## src/rtl/muldiv_16bit_pkg.sv

```systemverilog
// Shared types and constants for the iterative 16-bit multiply/divide unit.
// Signed helpers are used only when MULDIV_SIGNED_OPS_EN is defined.
package muldiv_pkg;

    localparam int WIDTH = 16;
    localparam int ITER  = WIDTH;

    localparam logic OP_MUL = 1'b0;
    localparam logic OP_DIV = 1'b1;

    localparam logic [15:0] DIV0_QUOTIENT = 16'hFFFF;

    typedef enum logic [1:0] {
        S_IDLE = 2'd0,
        S_RUN  = 2'd1,
        S_DONE = 2'd2
    } state_e;

    function automatic logic [15:0] neg16(input logic [15:0] v);
        neg16 = (~v) + 16'd1;
    endfunction

    function automatic logic [31:0] neg32(input logic [31:0] v);
        neg32 = (~v) + 32'd1;
    endfunction

    // -32768 maps to 0x8000, which the unsigned core reads as +32768
    function automatic logic [15:0] abs16(input logic [15:0] v);
        abs16 = v[15] ? neg16(v) : v;
    endfunction

endpackage

```

## src/rtl/muldiv_16bit_if.sv

```systemverilog
// Request/result bundle between the control unit and the multiply/divide unit.
// op_signed exists only when MULDIV_SIGNED_OPS_EN is defined.
interface muldiv_16bit_if;
    logic        start;
    logic        op;
`ifdef MULDIV_SIGNED_OPS_EN
    logic        op_signed;
`endif
    logic [15:0] a;
    logic [15:0] b;
    logic        busy;
    logic        done;
    logic [15:0] result_lo;
    logic [15:0] result_hi;
    logic        div_by_zero;

    modport master (
        output start, op, a, b,
`ifdef MULDIV_SIGNED_OPS_EN
        output op_signed,
`endif
        input  busy, done, result_lo, result_hi, div_by_zero
    );

    modport slave (
        input  start, op, a, b,
`ifdef MULDIV_SIGNED_OPS_EN
        input  op_signed,
`endif
        output busy, done, result_lo, result_hi, div_by_zero
    );
endinterface

```

## src/rtl/muldiv_16bit_step.sv

```systemverilog
// One iteration of the shift-add multiplier / restoring divider.
// acc holds {upper, lower} for multiply and {remainder, quotient} for divide.
module muldiv_step
    import muldiv_pkg::*;
(
    input  logic [31:0] acc,
    input  logic [15:0] opnd,
    input  logic        op,
    output logic [31:0] acc_next
);

    logic [16:0] sum_s;
    logic [16:0] rem_s;

    // Next accumulator for the selected operation
    always_comb begin
        sum_s    = {1'b0, acc[31:16]} + {1'b0, opnd};
        rem_s    = acc[31:15];
        acc_next = 32'd0;
        case (op)
            OP_MUL: begin
                if (acc[0]) begin
                    acc_next = {sum_s, acc[15:1]};
                end else begin
                    acc_next = {1'b0, acc[31:1]};
                end
            end
            OP_DIV: begin
                // A successful trial subtract always leaves a remainder below the divisor
                if (rem_s >= {1'b0, opnd}) begin
                    acc_next = {rem_s[15:0] - opnd, acc[14:0], 1'b1};
                end else begin
                    acc_next = {rem_s[15:0], acc[14:0], 1'b0};
                end
            end
            default: acc_next = acc;
        endcase
    end

endmodule

```

## src/rtl/muldiv_16bit.sv

```systemverilog
// Iterative 16-bit multiply/divide unit: 17-cycle start-to-done, 1 cycle for divide-by-zero.
// Define MULDIV_SIGNED_OPS_EN to add op_signed (two's-complement operands, sign fix-up on DONE).
module muldiv_16bit
    import muldiv_pkg::*;
(
    input  logic          clk,
    input  logic          rst,
    muldiv_16bit_if.slave bus
);

    state_e      state_r;
    logic [3:0]  cnt_r;
    logic [31:0] acc_r;
    logic [15:0] opnd_r;
    logic        op_r;
    logic        busy_r;
    logic        done_r;
    logic        dbz_r;
    logic [15:0] lo_r;
    logic [15:0] hi_r;

    logic [31:0] step_next_s;
    logic [15:0] a_eff_s;
    logic [15:0] b_eff_s;
    logic [15:0] fin_lo_s;
    logic [15:0] fin_hi_s;
`ifdef MULDIV_SIGNED_OPS_EN
    logic        neg_lo_r;
    logic        neg_hi_r;
    logic        neg_lo_s;
    logic        neg_hi_s;
`endif

    muldiv_step u_step (
        .acc      (acc_r),
        .opnd     (opnd_r),
        .op       (op_r),
        .acc_next (step_next_s)
    );

    // Operand magnitudes and result signs captured at start
    always_comb begin
        a_eff_s = bus.a;
        b_eff_s = bus.b;
`ifdef MULDIV_SIGNED_OPS_EN
        if (bus.op_signed) begin
            a_eff_s  = abs16(bus.a);
            b_eff_s  = abs16(bus.b);
            neg_lo_s = bus.a[15] ^ bus.b[15];
            neg_hi_s = (bus.op == OP_MUL) ? (bus.a[15] ^ bus.b[15]) : bus.a[15];
        end else begin
            neg_lo_s = 1'b0;
            neg_hi_s = 1'b0;
        end
`endif
    end

    // Final result from the last iteration, with sign restored when needed
    always_comb begin
        fin_lo_s = step_next_s[15:0];
        fin_hi_s = step_next_s[31:16];
`ifdef MULDIV_SIGNED_OPS_EN
        if (op_r == OP_MUL) begin
            if (neg_lo_r) begin
                {fin_hi_s, fin_lo_s} = neg32(step_next_s);
            end else begin
                {fin_hi_s, fin_lo_s} = step_next_s;
            end
        end else begin
            fin_lo_s = neg_lo_r ? neg16(step_next_s[15:0])  : step_next_s[15:0];
            fin_hi_s = neg_hi_r ? neg16(step_next_s[31:16]) : step_next_s[31:16];
        end
`endif
    end

    // Control FSM, iteration state and registered handshake/results
    always_ff @(posedge clk) begin
        if (rst) begin
            state_r  <= S_IDLE;
            cnt_r    <= 4'd0;
            acc_r    <= 32'd0;
            opnd_r   <= 16'd0;
            op_r     <= 1'b0;
            busy_r   <= 1'b0;
            done_r   <= 1'b0;
            dbz_r    <= 1'b0;
            lo_r     <= 16'd0;
            hi_r     <= 16'd0;
`ifdef MULDIV_SIGNED_OPS_EN
            neg_lo_r <= 1'b0;
            neg_hi_r <= 1'b0;
`endif
        end else begin
            case (state_r)
                S_IDLE: begin
                    done_r <= 1'b0;
                    if (bus.start) begin
                        op_r   <= bus.op;
                        cnt_r  <= 4'd0;
                        busy_r <= 1'b1;
                        opnd_r <= (bus.op == OP_MUL) ? a_eff_s : b_eff_s;
                        acc_r  <= {16'd0, (bus.op == OP_MUL) ? b_eff_s : a_eff_s};
`ifdef MULDIV_SIGNED_OPS_EN
                        neg_lo_r <= neg_lo_s;
                        neg_hi_r <= neg_hi_s;
`endif
                        if ((bus.op == OP_DIV) && (bus.b == 16'd0)) begin
                            state_r <= S_DONE;
                            done_r  <= 1'b1;
                            dbz_r   <= 1'b1;
                            lo_r    <= DIV0_QUOTIENT;
                            hi_r    <= bus.a;
                        end else begin
                            state_r <= S_RUN;
                        end
                    end else begin
                        busy_r <= 1'b0;
                    end
                end
                S_RUN: begin
                    acc_r <= step_next_s;
                    cnt_r <= cnt_r + 4'd1;
                    if (cnt_r == 4'(ITER - 1)) begin
                        state_r <= S_DONE;
                        done_r  <= 1'b1;
                        dbz_r   <= 1'b0;
                        lo_r    <= fin_lo_s;
                        hi_r    <= fin_hi_s;
                    end else begin
                        state_r <= S_RUN;
                    end
                end
                S_DONE: begin
                    state_r <= S_IDLE;
                    done_r  <= 1'b0;
                    busy_r  <= 1'b0;
                end
                default: begin
                    state_r <= S_IDLE;
                    done_r  <= 1'b0;
                    busy_r  <= 1'b0;
                end
            endcase
        end
    end

    assign bus.busy        = busy_r;
    assign bus.done        = done_r;
    assign bus.div_by_zero = dbz_r;
    assign bus.result_lo   = lo_r;
    assign bus.result_hi   = hi_r;

endmodule

```

## src/flat_wrapper.sv

```systemverilog
// flat-port wrapper written by rule: the top's interface ports become plain ports
module muldiv_16bit_flat import muldiv_pkg::*;
  (clk, rst, bus_start, bus_op, bus_a, bus_b, bus_busy, bus_done, bus_result_lo, bus_result_hi, bus_div_by_zero);
  muldiv_16bit_if bus_i ();
  input  logic clk;
  input  logic rst;
  input wire logic [$bits(bus_i.start)-1:0] bus_start;
  input wire logic [$bits(bus_i.op)-1:0] bus_op;
  input wire logic [$bits(bus_i.a)-1:0] bus_a;
  input wire logic [$bits(bus_i.b)-1:0] bus_b;
  output wire logic [$bits(bus_i.busy)-1:0] bus_busy;
  output wire logic [$bits(bus_i.done)-1:0] bus_done;
  output wire logic [$bits(bus_i.result_lo)-1:0] bus_result_lo;
  output wire logic [$bits(bus_i.result_hi)-1:0] bus_result_hi;
  output wire logic [$bits(bus_i.div_by_zero)-1:0] bus_div_by_zero;
  assign bus_i.start = bus_start;
  assign bus_i.op = bus_op;
  assign bus_i.a = bus_a;
  assign bus_i.b = bus_b;
  assign bus_busy = bus_i.busy;
  assign bus_done = bus_i.done;
  assign bus_result_lo = bus_i.result_lo;
  assign bus_result_hi = bus_i.result_hi;
  assign bus_div_by_zero = bus_i.div_by_zero;
  muldiv_16bit u_core (.clk(clk), .rst(rst), .bus(bus_i));
endmodule
```

## config.mk

```make
export PLATFORM = sky130hd
export DESIGN_NAME = muldiv_16bit_flat
export DESIGN_NICKNAME = d
export VERILOG_FILES = /design/src/rtl/muldiv_16bit_pkg.sv /design/src/rtl/muldiv_16bit_if.sv /design/src/rtl/muldiv_16bit_step.sv /design/src/rtl/muldiv_16bit.sv /design/src/flat_wrapper.sv
export SDC_FILE = /design/constraint.sdc
export NUM_CORES = 1
export LEC_CHECK = 0
export CAP_MARGIN = 20
export CORE_UTILIZATION = 27
export CTS_BUF_LIST = sky130_fd_sc_hd__clkbuf_8 sky130_fd_sc_hd__clkbuf_16
export CTS_CLUSTER_SIZE = 40
export DETAILED_ROUTE_END_ITERATION = 12
export PLACE_DENSITY_LB_ADDON = 0.25
export SLEW_MARGIN = 15
export SYNTH_ARGS = -nofsm -noshare
export SYNTH_HDL_FRONTEND = slang
export SYNTH_SLANG_ARGS = --single-unit
```

## constraint.sdc

```tcl
create_clock -name clk -period 4.4 [get_ports clk]
set_input_delay 1.1 -clock clk [delete_from_list [all_inputs] [get_ports clk]]
set_output_delay 1.1 -clock clk [all_outputs]
set_load 0.03 [all_outputs]
```

==> metrics, run 1 <==
status=finished clean; Std-Cell Rows=54; Reg power frac=just under 40%; commonest non-fill, non-tap cell in the layout=dfxtp_1; crit path max fanout=21; achievable frequency=295 MHz; I/O Pins=a little over 70; post-CTS setup buffers=0; clk slew on worst S/H paths=around 70 ps; power consumption=2.28 mW; slowest CP cell=or4b_1; worst hold stages=2; synth-to-layout area growth=20.6%; Max-slew headroom=roughly a third; number of DRC violations after detailed-routing iteration 0=275; GPL Wtd Cong=0.852; number of synthesized flops with an enable pin=0; commonest cells after routing, fill and taps aside=90 x dfxtp_1, 85 x nor2_1, 80 x nand2_1; Final Skew=13.4 ps; Sequential Area=between 1500 and 2000 um^2; r2r endpoint=u_core.bus.result_hi[14]; setup_tns=0 ps; post_cts resized=0; Post-CTS Hold Fix Bufs=0; nature of the critical path startpoint=input port; fin crit period=approximately 3400 ps; Netlist cell types=between 60 and 70; Internal=1.55 mW; register area share after synthesis=29.8%; Place WS=around 660 ps; gr usage total=18.6%; vias per cell=5.33; core area=21900 um^2; Fill cells=between 2000 and 2500; worst hold margin=470 ps; cell area after synthesis=about 6000 um^2; vias in the first global route=5642; Req. time, crit path=4610 ps; H-tree depth=3; Clock Latency Late Sink=360 ps; Hold Path Class=reg -> reg; clock root buffer=clkbuf_16; crit end category=register; worst-case reg-to-reg path depth=9; Slew Viols, Final=0; Final Cycle Share=76.9%; maximum number of pins on one net before global-route repair=between 70 and 80; Hold Startpoint=u_core.bus.result_hi[0]; routed len/inst=18.7 um; clock share of power=35.6%; commonest register cell after synthesis=dfxtp_1; hold-critical path endpoint=u_core.bus.result_hi[0]; initial antenna violation count=0; CTS tree=done; clk sink count=90; Final Hold Viols=0; final WL=20500 um; Synth Net Count=834; setup slack, reg-to-reg=1120 ps; Leak=around 2.7 nW; layout cells sized above 1=between 8 and 9%; Final ANT Viol Nets=0; fraction of registers with async set/reset=0%; final setup fails=0; Sw Ratio=31.9%; Syn Inst Count=763; PD cells=313 nW/um^2; RSZ-0062 raised after global routing=no; Initial Utilization=between 20% and 30%; worst-path cell chain=clkdlybuf4s50_1, or4b_1, nor3_1, nand4_1, inv_1, nor2_2, buf_4, a21oi_1, o22ai_1; measured slew at the worst slew-check pin=1000 ps; Logic pwr share=25.2%; vias=5829; Worst VDD drop=0.144 mV; Multi-input gate area=3960 um^2; post-synth top area share=around 30%; r2r startpoint=u_core.acc_r[17]; yosys warns=0; WP data arrival=3600 ps; total iterations of the first detailed-routing run=5; first-pass GRT wire length=roughly 32000 um; # DRC=0; GRT overflow=0; Synth area leader=dfxtp_1; Mean Syn Cell Area=7.91 um^2; CTS Buf Count=9; Final Non-Filler Cells=1094; biggest cell delay along the critical path=~510 ps; Die Y=~150 um; dpl cells=1079; final antenna diode count=0; Max Root-Sink Buffers=2; # nets final=881; DIE AREA=23000 um^2; slack of the critical path=slightly above 1000 ps; Die X=152 um; main area contributors after synthesis=dfxtp_1 30%, ha_1 6.8%, a21oi_1 6.5%; port bufs=70; switching power=~0.73 mW; WS Path Type=in -> reg; synthesized flop and latch total=90; max_cap viols=0; hpwl dp=15000 um
[power groups by stage]
stage          clock [mW]  sequential [mW]  combinational (mW)
4_1_cts             0.826            0.892               0.573
3_3_place_gp            0            0.910               0.569
2_1_floorplan           0            0.891               0.419
3_5_place_dp            0            0.910               0.569
6_report            0.810            0.892               0.574
5_1_grt             0.851            0.897               0.636
[final cells by class]
| type | instances | area share [%] |
|---|---|---|
| clock buffer | 11 | 3.47 |
| sequential | 90 | 24.7 |
| clock inverter | 4 | 0.704 |
| tap | 280 | 4.81 |
| multi-input combinational | 605 | 54.4 |
| inverter | 22 | 1.13 |
| timing repair buffer | 82 | 10.7 |
[through the flow]
| stage | instance area, um^2 | util (%) |
|---|---|---|
| floorplan | 6040 | - |
| global placement | 6980 | 31.9 |
| detailed placement | 6980 | 31.9 |
| CTS | 7280 | 33.3 |
| global route | 7280 | 33.3 |
| finish | 7280 | 33.3 |
[sequential cells by signal, summed over array words and instances (netlist names)]
name	flops
u_core.bus.result_hi	16
u_core.state_r	2
u_core.op_r	1
u_core.acc_r	32
u_core.opnd_r	16
u_core.bus.busy	1
u_core.bus.done	1
u_core.cnt_r	4
u_core.bus.div_by_zero	1
u_core.bus.result_lo	16
[critical path: cells and delay by family]
kind                   cells  cell delay [ps]
AND/OR/NAND/NOR            4             1370
AO/OA/AOI/OAI              2              240
buffers and inverters      3              870
[cell families after synthesis]
group           Yosys count  synth area share (%)
compound gates          236                  26.2
xor+xnor                 21                  3.05
fa+ha+maj                35                  7.50
buf+inv                  68                  4.77
flops                    90                  29.8
mux                      53                  9.10
simple gates            260                  19.5
[metal layers]
| layer | track usage (%) | vias to the layer above | wire, um |
|---|---|---|---|
| met1 | 25.3 | 2759 | 9780 |
| met3 | 2.04 | 23 | 803 |
| met2 | 30.3 | 158 | 9440 |
| met5 | 0 | - | 0 |
| li1 | - | 2889 | - |
| met4 | 6.24 | 0 | 482 |
[cell usage after synthesis (3+ instances only)]
library cell	count
mux2i_1	38
o21bai_1	3
a31oi_1	8
o21a_1	5
dfxtp_1	90
clkbuf_1	28
buf_4	3
buf_2	7
or2_2	3
o31ai_1	3
or3_1	6
o21ai_0	25
buf_1	6
a21o_1	12
nand2_1	80
nand4_1	4
nor2_1	87
nor2b_1	5
ha_1	33
a311oi_1	3
o211ai_1	19
xnor2_1	13
nor3_1	43
a311o_1	3
nand3b_1	4
and3_1	4
nand2b_1	3
a211oi_1	40
a211oi_2	4
a21oi_1	79
mux2_2	15
xor2_1	8
inv_1	20
a211o_1	5
nand3_1	8
[worst max path at each step]
stage                    from                  endpoint  slack [ps]
global placement     bus_b[2]   u_core.bus.result_lo[4]         700
CTS                  bus_b[2]   u_core.bus.result_lo[4]        1020
floorplan              bus_op  u_core.bus.result_hi[14]        1610
detailed placement   bus_b[3]   u_core.bus.result_lo[4]         660
finish               bus_b[3]  u_core.bus.result_hi[14]        1020
global route        bus_b[11]  u_core.bus.result_hi[12]         850
Power figures use the tool's default switching activity.
==> inputs of run 2 (changes only) <==
- clock period: 4.4 -> 3.45 ns (I/O delays scaled with it)
==> metrics, run 2 (synthesized netlist as in run 1, its figures left out) <==
status=finished clean; setup_tns=0 ps; layout cells sized above 1=9.23%; Final Hold Viols=0; H-tree depth=3; maximum number of pins on one net before global-route repair=71; post-CTS setup buffers=0; slowest CP cell=a2111oi_0; Post-CTS Hold Fix Bufs=0; worst-case reg-to-reg path depth=10; Place WS=between 100 and 150 ps; worst hold stages=2; GPL Wtd Cong=between 0.8 and 0.9; measured slew at the worst slew-check pin=approximately 1100 ps; synth-to-layout area growth=22.0%; r2r endpoint=u_core.bus.result_hi[7]; Hold Path Class=reg -> reg; core area=21900 um^2; vias=just under 6000; biggest cell delay along the critical path=470 ps; vias per cell=5.23; hpwl dp=14900 um; Std-Cell Rows=54; final antenna diode count=0; achievable frequency=roughly 320 MHz; RSZ-0062 raised after global routing=no; crit path max fanout=6; clock root buffer=clkbuf_16; WP data arrival=3420 ps; Req. time, crit path=3710 ps; hold-critical path endpoint=u_core.bus.result_hi[0]; initial antenna violation count=0; total iterations of the first detailed-routing run=5; port bufs=70; # DRC=0; Final Cycle Share=91.5%; max_cap viols=0; Initial Utilization=27.6%; GRT overflow=0; final WL=20400 um; Leak=2.79 nW; I/O Pins=71; crit end category=register; post_cts resized=0; clk sink count=90; Hold Startpoint=u_core.bus.result_hi[0]; number of DRC violations after detailed-routing iteration 0=355; most frequent cell on the critical path=a211oi_1; commonest cells after routing, fill and taps aside=90 x dfxtp_1, 85 x nor2_1, 80 x nand2_1; Final ANT Viol Nets=0; commonest non-fill, non-tap cell in the layout=dfxtp_1; Biggest register=u_core.acc_r; clk slew on worst S/H paths=approximately 60 ps; Max Root-Sink Buffers=2; worst-path cell chain=ha_1, fa_1, a211oi_1, o21bai_1, a2111oi_0, nor3_1, xor2_1, a211oi_1, a311o_1, a211oi_2; r2r startpoint=u_core.acc_r[16]; Largest register FFs=32; Max-slew headroom=between 20% and 30%; Slew Viols, Final=0; setup slack, reg-to-reg=a little under 300 ps; slack of the critical path=294 ps; routed len/inst=between 15 and 20 um; DIE AREA=between 20000 and 25000 um^2; Die Y=around 150 um; fin crit period=3160 ps; PD cells=approximately 400 nW/um^2; CTS tree=done; final setup fails=0; # nets final=891; CTS Buf Count=9; vias in the first global route=5540; WS Path Type=reg -> reg; Die X=152 um; Final Skew=just under 8 ps; Clock Latency Late Sink=350 ps; nature of the critical path startpoint=register; first-pass GRT wire length=31900 um; Worst VDD drop=roughly 0.17 mV; gr usage total=18.4%
-- run 2: cell types whose count changed in the layout (fill, tap and decap cells not counted), sizes merged --
cell / previous run / this run
buf: 14 / 24
inv: 20 / 22
clkbuf: 11 / 10
clkinv: 4 / 3
clkinvlp: 1 / 0
-- run 2: critical path: cells and delay by family, from the launching register on --
family                     cells  cell delay (ps)
AOI/OAI and AO/OA              6             1680
DFF                            1              380
and+or+nand+nor                1              130
adders and majority gates      2              730
xor gates and xnor gates       1              160
-- run 2: final cells by class --
class                           instances  area (um^2)
Clock buffer                           10          239
Clock inverter                          4         46.3
Fill cell                            2368        14500
Inverter                               22         82.6
Multi-Input combinational cell        605         3960
Sequential cell                        90         1800
Tap cell                              280          350
Timing Repair Buffer                   92          881
-- run 2: worst max path at each step --
stage	start	end	depth (start not counted)
floorplan	u_core.acc_r[16]	u_core.bus.result_hi[7]	10
global placement	bus_b[2]	u_core.bus.result_hi[13]	10
detailed placement	bus_b[2]	u_core.bus.result_hi[12]	10
CTS	u_core.acc_r[16]	u_core.bus.result_hi[7]	10
global route	u_core.acc_r[16]	u_core.bus.result_hi[7]	10
finish	u_core.acc_r[16]	u_core.bus.result_hi[7]	10
-- run 2: report_power, final --
group	switching [mW]	internal (mW)
Combinational	0.446	0.302
Clock	0.423	0.570
Sequential	0.0457	1.08
-- run 2: stage by stage --
| step | hold slack, ps | total power, mW | util, % | instances | instance area [um^2] |
|---|---|---|---|---|---|
| floorplan | 438 | 1.67 | - | 763 | 6040 |
| global placement | 452 | 1.90 | 32.3 | 1089 | 7080 |
| detailed placement | 457 | 1.90 | 32.3 | 1089 | 7080 |
| CTS | 466 | 2.89 | 33.6 | 1103 | 7360 |
| global route | 490 | 3.01 | 33.6 | 1103 | 7360 |
| finish | 459 | 2.87 | 33.6 | 1103 | 7360 |
-- run 2: routing by layer --
layer	share of wire [%]	vias up	track usage [%]
li1	-	2916	-
met1	49	2722	24.8
met4	1.8	0	4.85
met5	0	-	0
met2	46	111	30.5
met3	3.2	17	2.63
==> inputs of run 3 (changes only) <==
- CORE_UTILIZATION: 27 -> 30
==> metrics, run 3 (synthesized netlist as in run 1, its figures left out) <==
Sequential Area=approximately 1800 um^2; WS Path Type=reg -> reg; CP startpoint=u_core.acc_r[16]; final WL=19900 um; max_cap viols=0; Hold Startpoint=u_core.bus.result_hi[0]; setup_tns=0 ps; Leak=2.79 nW; # nets final=887; GRT overflow=0; number of DRC violations after detailed-routing iteration 0=268; Multi-input gate area=3960 um^2; setup slack, reg-to-reg=340 ps; # DRC=0; CTS tree=done; total iterations of the first detailed-routing run=5; Worst VDD drop=0.233 mV; Largest register FFs=32; clk slew on worst S/H paths=roughly 70 ps; Std-Cell Rows=51; Die X=144 um; slack of the critical path=about 340 ps; commonest non-fill, non-tap cell in the layout=dfxtp_1; WP data arrival=about 3400 ps; core area=19600 um^2; worst hold stages=2; Final ANT Viol Nets=0; worst-case reg-to-reg path depth=10; Die Y=144 um; Post-CTS Hold Fix Bufs=0; r2r endpoint=u_core.bus.result_hi[7]; layout cells sized above 1=9.14%; Place WS=approximately 170 ps; final antenna diode count=0; post-CTS setup buffers=0; max layer used=met4; port bufs=70; met1 wire length=9600 um; final setup fails=0; Max Root-Sink Buffers=2; routed len/inst=18.3 um; DIE AREA=20700 um^2; post-route cell area=7360 um^2; H-tree depth=3; measured slew at the worst slew-check pin=822 ps; crit path max fanout=6; r2r startpoint=u_core.acc_r[16]; Fill cells=2091; gr usage total=19.7%; hold-critical path endpoint=u_core.bus.result_hi[0]; status=finished clean; post_cts resized=0; metal2 WL=9360 um; Met3 Routed Length=644 um; Initial Utilization=30.8%; Final Hold Viols=0; DP Area=7030 um^2; Max-slew headroom=45.1%; synth-to-layout area growth=21.8%; clk sink count=90; Final Skew=9.94 ps; achievable frequency=321 MHz; I/O Pins=71; clock root buffer=clkbuf_16; RSZ-0062 raised after global routing=no; Req. time, crit path=3710 ps; Slew Viols, Final=0; Clock Latency Late Sink=between 300 and 400 ps; GPL Wtd Cong=0.842; Final Cycle Share=90.3%; vias per cell=5.27; vias in the first global route=5485; first-pass GRT wire length=between 30000 and 40000 um; vias=5726; maximum number of pins on one net before global-route repair=58; Hold Path Class=reg -> reg; commonest cells after routing, fill and taps aside=90 x dfxtp_1, 86 x nor2_1, 80 x nand2_1; PD cells=403 nW/um^2; fin crit period=3110 ps; initial antenna violation count=0; power consumption=2.96 mW; hpwl dp=roughly 15000 um; Biggest register=u_core.acc_r; CTS Buf Count=9; crit end category=register; Util after Layout=37.5%; nature of the critical path startpoint=register
==> run 3: changes by cell type in the layout (fill, tap and decap cells not counted), sizes merged <==
cell,delta
clkinv,+2
buf,-4
bufinv,+1
inv,-1
==> run 3: per-stage QoR <==
stage / std cells / hold slack [ps]
after floorplan: 763 / 438
after CTS: 1086 / 471
final: 1086 / 469
after detailed placement: 1070 / 462
after global placement: 1070 / 457
after global routing: 1086 / 501
==> run 3: how the worst max path moves through the flow <==
stage | cells past startpoint | to
finish | 10 | u_core.bus.result_hi[7]
CTS | 10 | u_core.bus.result_hi[7]
global placement | 9 | u_core.bus.result_hi[4]
global route | 10 | u_core.bus.result_hi[7]
detailed placement | 9 | u_core.bus.result_hi[4]
floorplan | 10 | u_core.bus.result_hi[7]
==> run 3: final cells by class <==
| class | count | share of cell area [%] |
|---|---|---|
| clock inverter | 6 | 1.19 |
| sequential | 90 | 24.5 |
| tap | 265 | 4.51 |
| multi-input combinational | 605 | 53.8 |
| clock buffer | 10 | 3.25 |
| timing repair buffer | 88 | 11.6 |
| inverter | 22 | 1.12 |
==> run 3: where the power goes <==
part	internal, mW	switching, mW
registers	1.08	0.0466
clock network	0.656	0.426
logic	0.298	0.453
total	2.04	0.925
==> run 3: layer usage <==
layer	GRT usage (%)	vias to the layer above
li1	-	2898
met1	26.6	2699
met2	33.0	114
met3	2.00	15
met4	5.26	0
met5	0	-
==> run 3: critical path: stages, from the launching register on <==
cell and delay [ps]:
dfxtp_1 380, ha_1 270, fa_1 460, a211oi_1 300, o21bai_1 210, a2111oi_0 470, nor3_1 130, xor2_1 140
a211oi_1 80, a311o_1 390, a211oi_2 190
